===== src/rtl/uart_pkg.sv =====
// Shared definitions for the memory-mapped UART transmitter.
package uart_pkg;

    // Register offsets relative to the block base address
    localparam int UART_DATA_OFS   = 0;
    localparam int UART_STATUS_OFS = 1;

    // Status byte bit positions
    localparam int STAT_BUSY_BIT  = 0;
    localparam int STAT_FULL_BIT  = 1;
    localparam int STAT_EMPTY_BIT = 2;
    localparam int STAT_OVF_BIT   = 7;

    // Transmitter FSM states
    typedef enum logic [1:0] {
        ST_IDLE  = 2'd0,
        ST_START = 2'd1,
        ST_DATA  = 2'd2,
        ST_STOP  = 2'd3
    } tx_state_t;

endpackage


===== src/rtl/uart_tx_fifo.sv =====
// Synchronous FIFO with first-word fall-through read data.
// Pointers carry one extra wrap bit so full and empty are distinguishable.
module uart_tx_fifo #(
    parameter int WIDTH = 8,
    parameter int DEPTH = 4
) (
    input  logic             clock,
    input  logic             reset,
    input  logic             push,
    input  logic [WIDTH-1:0] push_data,
    input  logic             pop,
    output logic [WIDTH-1:0] pop_data,
    output logic             full,
    output logic             empty
);
    localparam int AW = $clog2(DEPTH);

    logic [AW:0]      wr_ptr;
    logic [AW:0]      rd_ptr;
    logic [WIDTH-1:0] mem [DEPTH];
    logic             do_push;
    logic             do_pop;

    assign empty    = (wr_ptr == rd_ptr);
    assign full     = (wr_ptr[AW] != rd_ptr[AW]) && (wr_ptr[AW-1:0] == rd_ptr[AW-1:0]);
    assign do_push  = push && !full;
    assign do_pop   = pop && !empty;
    assign pop_data = mem[rd_ptr[AW-1:0]];

    // Pointer update; a simultaneous push and pop leaves the occupancy unchanged
    always_ff @(posedge clock) begin
        if (reset) begin
            wr_ptr <= '0;
            rd_ptr <= '0;
        end else begin
            if (do_push) wr_ptr <= wr_ptr + (AW+1)'(1);
            if (do_pop)  rd_ptr <= rd_ptr + (AW+1)'(1);
        end
    end

    // Storage array; contents need no reset because the pointers gate visibility
    always_ff @(posedge clock) begin
        if (do_push) mem[wr_ptr[AW-1:0]] <= push_data;
    end

endmodule


===== src/rtl/uart_tx_port.sv =====
// Memory-mapped 8N1 UART transmitter: register decode, overflow flag,
// baud counter and transmit FSM around a small TX FIFO.
//
//   state    | meaning
//   ---------+------------------------------------------------------
//   ST_IDLE  | line high, waiting for a byte in the FIFO
//   ST_START | start bit (low) for CLKS_PER_BIT cycles
//   ST_DATA  | 8 data bits, LSB first, CLKS_PER_BIT cycles each
//   ST_STOP  | stop bit (high); chains straight into the next frame
module uart_tx_port
    import uart_pkg::*;
#(
    parameter logic [15:0] BASE_ADDR    = 16'hF010,
    parameter int          CLKS_PER_BIT = 16,
    parameter int          FIFO_DEPTH   = 4
) (
    input  logic        clock,
    input  logic        reset,
    input  logic [15:0] address,
    input  logic        write_en,
    input  logic [7:0]  data_in,
    output logic [7:0]  data_out,
    output logic        tx,
    output logic        busy
);
    localparam int              BW          = $clog2(CLKS_PER_BIT);
    localparam logic [15:0]     DATA_ADDR   = BASE_ADDR + 16'(UART_DATA_OFS);
    localparam logic [15:0]     STATUS_ADDR = BASE_ADDR + 16'(UART_STATUS_OFS);
    localparam logic [BW-1:0]   BAUD_LAST   = BW'(CLKS_PER_BIT - 1);

    tx_state_t     state, state_next;
    logic [BW-1:0] baud_cnt, baud_next;
    logic [2:0]    bit_cnt, bit_next;
    logic [7:0]    shift, shift_next;
    logic          baud_done;
    logic          tx_next, busy_next;

    logic          data_wr, status_wr, status_rd;
    logic          push, pop;
    logic          fifo_full, fifo_empty;
    logic [7:0]    fifo_data;
    logic          overflow;
    logic [7:0]    status;

    assign data_wr   = write_en && (address == DATA_ADDR);
    assign status_wr = write_en && (address == STATUS_ADDR);
    assign status_rd = !write_en && (address == STATUS_ADDR);
    assign push      = data_wr && !fifo_full;
    assign baud_done = (baud_cnt == BAUD_LAST);

    uart_tx_fifo #(
        .WIDTH (8),
        .DEPTH (FIFO_DEPTH)
    ) u_fifo (
        .clock     (clock),
        .reset     (reset),
        .push      (push),
        .push_data (data_in),
        .pop       (pop),
        .pop_data  (fifo_data),
        .full      (fifo_full),
        .empty     (fifo_empty)
    );

    // Sticky overflow: set by a data write into a full FIFO, cleared by a status write
    always_ff @(posedge clock) begin
        if (reset)                       overflow <= 1'b0;
        else if (data_wr && fifo_full)   overflow <= 1'b1;
        else if (status_wr)              overflow <= 1'b0;
    end

    // Next-state logic; the baud counter restarts on every state entry
    always_comb begin
        state_next = state;
        baud_next  = baud_done ? '0 : baud_cnt + 1'b1;
        bit_next   = bit_cnt;
        shift_next = shift;
        pop        = 1'b0;
        case (state)
            ST_IDLE: begin
                baud_next = '0;
                if (!fifo_empty) begin
                    pop        = 1'b1;
                    shift_next = fifo_data;
                    bit_next   = '0;
                    state_next = ST_START;
                end
            end
            ST_START: begin
                if (baud_done) state_next = ST_DATA;
            end
            ST_DATA: begin
                if (baud_done) begin
                    shift_next = {1'b0, shift[7:1]};
                    bit_next   = bit_cnt + 1'b1;
                    if (bit_cnt == 3'd7) state_next = ST_STOP;
                end
            end
            ST_STOP: begin
                if (baud_done) begin
                    if (!fifo_empty) begin
                        pop        = 1'b1;
                        shift_next = fifo_data;
                        bit_next   = '0;
                        state_next = ST_START;
                    end else begin
                        state_next = ST_IDLE;
                    end
                end
            end
            default: state_next = ST_IDLE;
        endcase

        case (state_next)
            ST_START: tx_next = 1'b0;
            ST_DATA:  tx_next = shift_next[0];
            default:  tx_next = 1'b1;
        endcase

        // When heading to IDLE nothing was popped, so the FIFO is non-empty
        // afterwards exactly when it already was or a byte is being pushed
        busy_next = (state_next != ST_IDLE) || push || !fifo_empty;
    end

    // FSM state and registered line/busy outputs
    always_ff @(posedge clock) begin
        if (reset) begin
            state    <= ST_IDLE;
            baud_cnt <= '0;
            bit_cnt  <= '0;
            shift    <= '0;
            tx       <= 1'b1;
            busy     <= 1'b0;
        end else begin
            state    <= state_next;
            baud_cnt <= baud_next;
            bit_cnt  <= bit_next;
            shift    <= shift_next;
            tx       <= tx_next;
            busy     <= busy_next;
        end
    end

    // Status byte assembly and read mux; reads have no side effects
    always_comb begin
        status                 = '0;
        status[STAT_BUSY_BIT]  = busy;
        status[STAT_FULL_BIT]  = fifo_full;
        status[STAT_EMPTY_BIT] = fifo_empty;
        status[STAT_OVF_BIT]   = overflow;
        data_out               = status_rd ? status : 8'h00;
    end

endmodule


===== config.mk =====
export PLATFORM = sky130hd
export DESIGN_NAME = uart_tx_port
export DESIGN_NICKNAME = d
export VERILOG_FILES = /design/src/rtl/uart_pkg.sv /design/src/rtl/uart_tx_fifo.sv /design/src/rtl/uart_tx_port.sv
export SDC_FILE = /design/constraint.sdc
export NUM_CORES = 1
export LEC_CHECK = 0
export ABC_AREA = 0
export CAP_MARGIN = 20
export CELL_PAD_IN_SITES_DETAIL_PLACEMENT = 2
export CELL_PAD_IN_SITES_GLOBAL_PLACEMENT = 2
export CORE_MARGIN = 2
export CORE_UTILIZATION = 37
export CTS_CLUSTER_DIAMETER = 200
export DETAILED_ROUTE_END_ITERATION = 8
export PLACE_DENSITY = 0.77
export SLEW_MARGIN = 20
export SYNTH_ARGS = -nofsm -noshare
export SYNTH_HDL_FRONTEND = slang
export SYNTH_HIERARCHICAL = 1
export SYNTH_SLANG_ARGS = --single-unit

===== constraint.sdc =====
create_clock -name clock -period 3.9 [get_ports clock]
set_input_delay 1.17 -clock clock [delete_from_list [all_inputs] [get_ports clock]]
set_output_delay 1.17 -clock clock [all_outputs]
set_load 0.02 [all_outputs]

======== After elaboration in Yosys (flattened, before gate mapping) ========
Memories as Yosys holds them, arrays and structs flattened. A register that Yosys moved wholly into a read port is not among the register bits.
Index checks and enable logic that the tools add are counted.
W data, S select, Z words.
operators by class
  eq/ne operators ......................... 14
  div/mod/pow operators ................... 0
  order comparisons ....................... 0
  mux-type cells .......................... 26
  bitwise logic cells ..................... 0
  $mul .................................... 0
  reductions and logical operators ........ 19
  shift-type cells ........................ 0
  $add $sub $neg .......................... 4
operators by type and width
  operator                count
  $eq A16 B16 Y1 const B  2
  $mux W8                 4
  $pmux W8 S3             1
  $mux W2                 7
  $add A3 B1 Y3 const B   3
  $mux W3                 3
  $pmux W3 S3             1
  $logic_and A1 B1 Y1     8
  $pmux W2 S4             1
  $mux W1                 7
  $eq A2 B2 Y1 const B    3
  $add A4 B1 Y4 const B   1
  $eq A2 B1 Y1 const B    2
  $eq A4 B4 Y1 const B    1
  $ne A2 B2 Y1 const B    2
  $pmux W1 S2             2
  $reduce_bool A2 Y1      2
  $eq A3 B3 Y1            1
  $eq A3 B3 Y1 const B    1
  $logic_not A1 Y1        3
  $reduce_and A3 Y1       1
  $reduce_bool A3 Y1      1
  $reduce_or A3 Y1        1
  $eq A2 B2 Y1            1
  other kinds (3)         4
storage, ports and cells
  RAM bits ................................ 32
  ROM bits ................................ 0
  logic and storage cells ................. 74
  flip-flop bits (word level) ............. 26
  latch bits .............................. 0
  memories kept ........................... 1
memory list
  name        depth  width  rd ports  clocked after Yosys merged registers in  write ports  line                text
  u_fifo.mem  4      8      1         1                                        1            uart_tx_fifo.sv:20  logic [WIDTH-1:0] mem [DEPTH];

======== Longest topological paths before layout ========
  word-level depth ........................ 7
  depth in mapped cells ................... 10
  gate-level depth less buffers ........... 8

======== Modules after synthesis ========
Netlist, hierarchy kept.
modules (own cells, without submodules)
  module        seq. area each (sq um)  times used  cells each  area each (sq um)
  uart_tx_fifo  1,121.1                 1           110         1,731.7
  uart_tx_port  400.4                   1           142         1,237.4

======== Worst setup path after synthesis ========
Ideal clock, no wire load.
  path type ............................... input to output
  from .................................... input port address[9]
  to ...................................... output port data_out[0]
  buffers on the path ..................... 0
  setup slack ............................. 0.585 ns
  cell stages on the path ................. 4
  data arrival time ....................... 2.145 ns
  cells stage by stage .................... nor4b_1 > nand4_1 > nor3b_1 > and2_1
between the ends
  word-level cells in the longest chain between the ends .. 3
ends and longest elaborated chain
  item                 line                 text
  start, declared      uart_tx_port.sv:19   input logic [15:0] address,
  $eq A16 B16 Y1       uart_tx_port.sv:47   assign status_rd = !write_en && (address == STATUS_ADDR);
  $logic_and A1 B1 Y1  uart_tx_port.sv:47
  $mux W8              uart_tx_port.sv:151  data_out = status_rd ? status : 8'h00;
  end, declared        uart_tx_port.sv:22   output logic [7:0] data_out,
No other way between the ends.

======== Final worst setup path ========
  from .................................... input port address[3]
  to ...................................... output port data_out[2]
Same word-level chain as after synthesis.

==> impl_metrics.csv <==
group,metric,value,unit
sta,hold_violations,0,
grt,grt_pass1_wl,12600,µm
die,initial_core_util,38.2,%
setup_path,crit_type,"in -> out",
synth,netlist_area,2970,µm²
grt,grt_max_degree,16,
die,core_area,7770,µm²
cells_and_area,num-fill-cells,803,
cts,cts_max_level,3,
synth,synth-simple-area-share,14.2,%
routing,dr.pass1.iters,4,
setup_path,crit_required,2730,ps
cells_and_area,layoutNonFillerInstCount,400,
min_path,hold_class,"reg -> reg",
synth,synth_compound_area_share,13.4,%
cts,clkSinkCount,60,
sta,drv_slew,0,
routing,avgViaCountPerCell,5.40,
cts,cts_tree,"yes",
grt,antenna_found_initial,0,
grt,grt_pass1_vias,2354,
synth,synthMuxAreaShare,8.47,%
power_and_ir_drop,p_per_area,474,nW/µm²
cts,cts_made_buffers,9,
setup_path,crit_arrival,2670,ps
die,die-width,93.6,µm
setup_path,cp_max_fo,2,
synth,synth_edf_count,32,
routing,drt_wl_total,7780,µm
power_and_ir_drop,vdd_drop_max,0.303,mV
synth,synth-seq-cells,60,
status,outcome,"finished clean",
cells_and_area,fin_nets,332,
setup_path,start_kind,"input port",
routing,wire_per_inst,19.5,µm
synth,ys_seq_area_share,51.2,%
sta,fin_crit,3840,ps
cells_and_area,n_antenna_cell,0,
synth,syn_inst,252,
die,num_io_pins,37,
grt,gr-total-overflow,0,
synth,yosys_most_used_dff,"edfxtp_1",
power_and_ir_drop,p_leak,1.32,nW
cts,cts_buffer_depth,2,
sta,fin_crit_sh,98.3,%
cells_and_area,final_util,46.7,%
placement,hpwl,5470,µm
die,die-area,8760,µm²
routing,drtIter0Drc,66,
sta,setup_viol,0,
routing,ant_nets,0,
cells_and_area,ff_latch_area,1520,µm²
synth,synth_warnings,6,
flow_run,maxCapViolations,0,
die,fp.dieH,93.6,µm
cts,cts-root-buf,"clkbuf_8",
cells_and_area,area_growth,22.1,%
placement,dp.cells,382,
cts,path_clk_slew,70,ps
grt,grt.total_usage,19.2,%
cells_and_area,layout-drive-gt1-share,19.5,%
routing,drc_errors,0,
routing,vias,2158,
die,row_count,32,
cells_and_area,multi_input_area,1340,µm²
sta,worstMarginPinSlew,860,ps
placement,place_congestion,0.714,
sta,max_freq,261,MHz
synth,synth_xor_area_share,2.36,%
cts,worst_skew_pair.late_latency,350,ps
sta,skew,14.1,ps
setup_path,crit_path_end_kind,"output pin",
synth,synth_top_family_by_area,"simple AND/OR/NAND/NOR gates",
synth,avgSynthCellArea,11.8,µm²
sta,relSlewSlack,42.2,%
placement,io_buffers,32,
synth,synthArstFlopShare,0,%
synth,synth-adder-area-share,5.06,%
synth,yosysUniqueCellTypes,52,
[Yosys cell counts (2+ instances only)]
cell | instances | area, µm²
a31oi_1 | 5 | 31.3
a22oi_1 | 6 | 45.0
o21ai_0 | 7 | 35.0
inv_1 | 8 | 30.0
o21ai_1 | 2 | 10.0
dfxtp_1 | 28 | 561
edfxtp_1 | 32 | 961
nor3b_1 | 6 | 45.0
xnor2_1 | 4 | 35.0
and2_1 | 7 | 43.8
a41oi_1 | 2 | 17.5
a21oi_1 | 9 | 45.0
mux2i_1 | 6 | 60.1
and3_1 | 3 | 18.8
mux4_2 | 8 | 180
nor4_1 | 3 | 18.8
nor3_1 | 4 | 20.0
xor2_1 | 4 | 35.0
buf_2 | 5 | 25.0
o2bb2ai_1 | 6 | 52.6
nand3_1 | 6 | 30.0
nand3b_1 | 2 | 15.0
ha_1 | 12 | 150
nor4b_1 | 2 | 17.5
nand2_1 | 10 | 37.5
nor2_1 | 26 | 97.6
buf_4 | 6 | 45.0
o211ai_1 | 5 | 37.5
nand4_1 | 5 | 31.3
[worst paths after layout]
kind	startpoint	end	slack (ps)	cells after the start
setup reg to reg	u_fifo/wr_ptr[0]	u_fifo/mem[0][1]	1030	9
hold reg to reg	baud_cnt[0]	baud_cnt[0]	460	1
setup / recovery	address[3]	data_out[2]	60	7
hold / removal	baud_cnt[0]	baud_cnt[0]	460	1
[layout by cell type, fill, tap and decap left out, types with 7 or more instances in the layout]
master,n
inv_1,8
clkdlybuf4s50_1,24
buf_4,12
nor2_1,26
edfxtp_1,32
mux4_2,8
ha_1,12
clkbuf_8,9
a21oi_1,9
dfxtp_1,28
o21ai_0,7
nand2_1,10
[worst max-delay path: stages]
cell,delay (ps)
clkdlybuf4s50_1,420
nor4_2,260
nand4_1,170
nor3b_2,230
buf_4,160
and2_4,140
buf_6,110
[per-layer routing]
layer  GRT usage, %  part of all wire [%]  up-vias
met5              0                     0        -
met4           6.40                   1.2        0
met3           5.96                   3.6       11
met2           31.4                    51       32
met1           24.3                    44     1089
li1               -                     -     1026
[report_power, final]
part	internal [mW]	switching (mW)	total (mW)
logic	0.196	0.250	0.446
registers	0.703	0.0523	0.755
clock network	0.238	0.277	0.516
[cell type report]
class / instances / share of cell area [%]
Inverter: 8 / 0.828
Multi-Input combinational cell: 170 / 36.9
Tap cell: 102 / 3.52
Clock inverter: 7 / 1.62
Timing Repair Buffer: 44 / 11.7
Clock buffer: 9 / 3.42
Sequential cell: 60 / 42.0
[what timing repair did]
item | in CTS | in global routing
pin swaps | 2 | 5
setup endpoints to repair | 4 | 4
endpoints found under the hold margin | 0 | 0
hold buffers | 0 | 0
resized for setup | 20 | 16
buffers inserted | 2 | 0
[logic make-up (layout without fill, tap and decap cells)]
| logic type | count (synthesis) | count (layout) |
|---|---|---|
| buffers and inverters | 25 | 68 |
| other | 1 | 4 |
| DFF | 60 | 60 |
| muxes | 15 | 15 |
| AOI/OAI and AO/OA | 52 | 52 |
| adders and majority gates | 12 | 12 |
| xor gates and xnor gates | 8 | 8 |
| and+or+nand+nor | 79 | 79 |
[state kept, by name (all words and copies together) (netlist names), named ones only]
register	count
u_fifo/mem	32
shift	8
baud_cnt	4
bit_cnt	3
u_fifo/rd_ptr	3
u_fifo/wr_ptr	3
state	2
busy	1
overflow	1
tx	1
[stage by stage]
| stage | TNS, ps | setup WS, ps | total power [mW] | area (µm²) | hold WS (ps) |
|---|---|---|---|---|---|
| after floorplan | 0 | 585 | 1.08 | 2980 | 418 |
| after global placement | -1660 | -415 | 1.19 | 3380 | 437 |
| after detailed placement | -1970 | -500 | 1.21 | 3380 | 451 |
| after CTS | 0 | 18.7 | 1.73 | 3580 | 467 |
| after global routing | -149 | -53.9 | 1.81 | 3620 | 490 |
| final | 0 | 64.5 | 1.72 | 3620 | 460 |
Power figures use the tool's default switching activity.
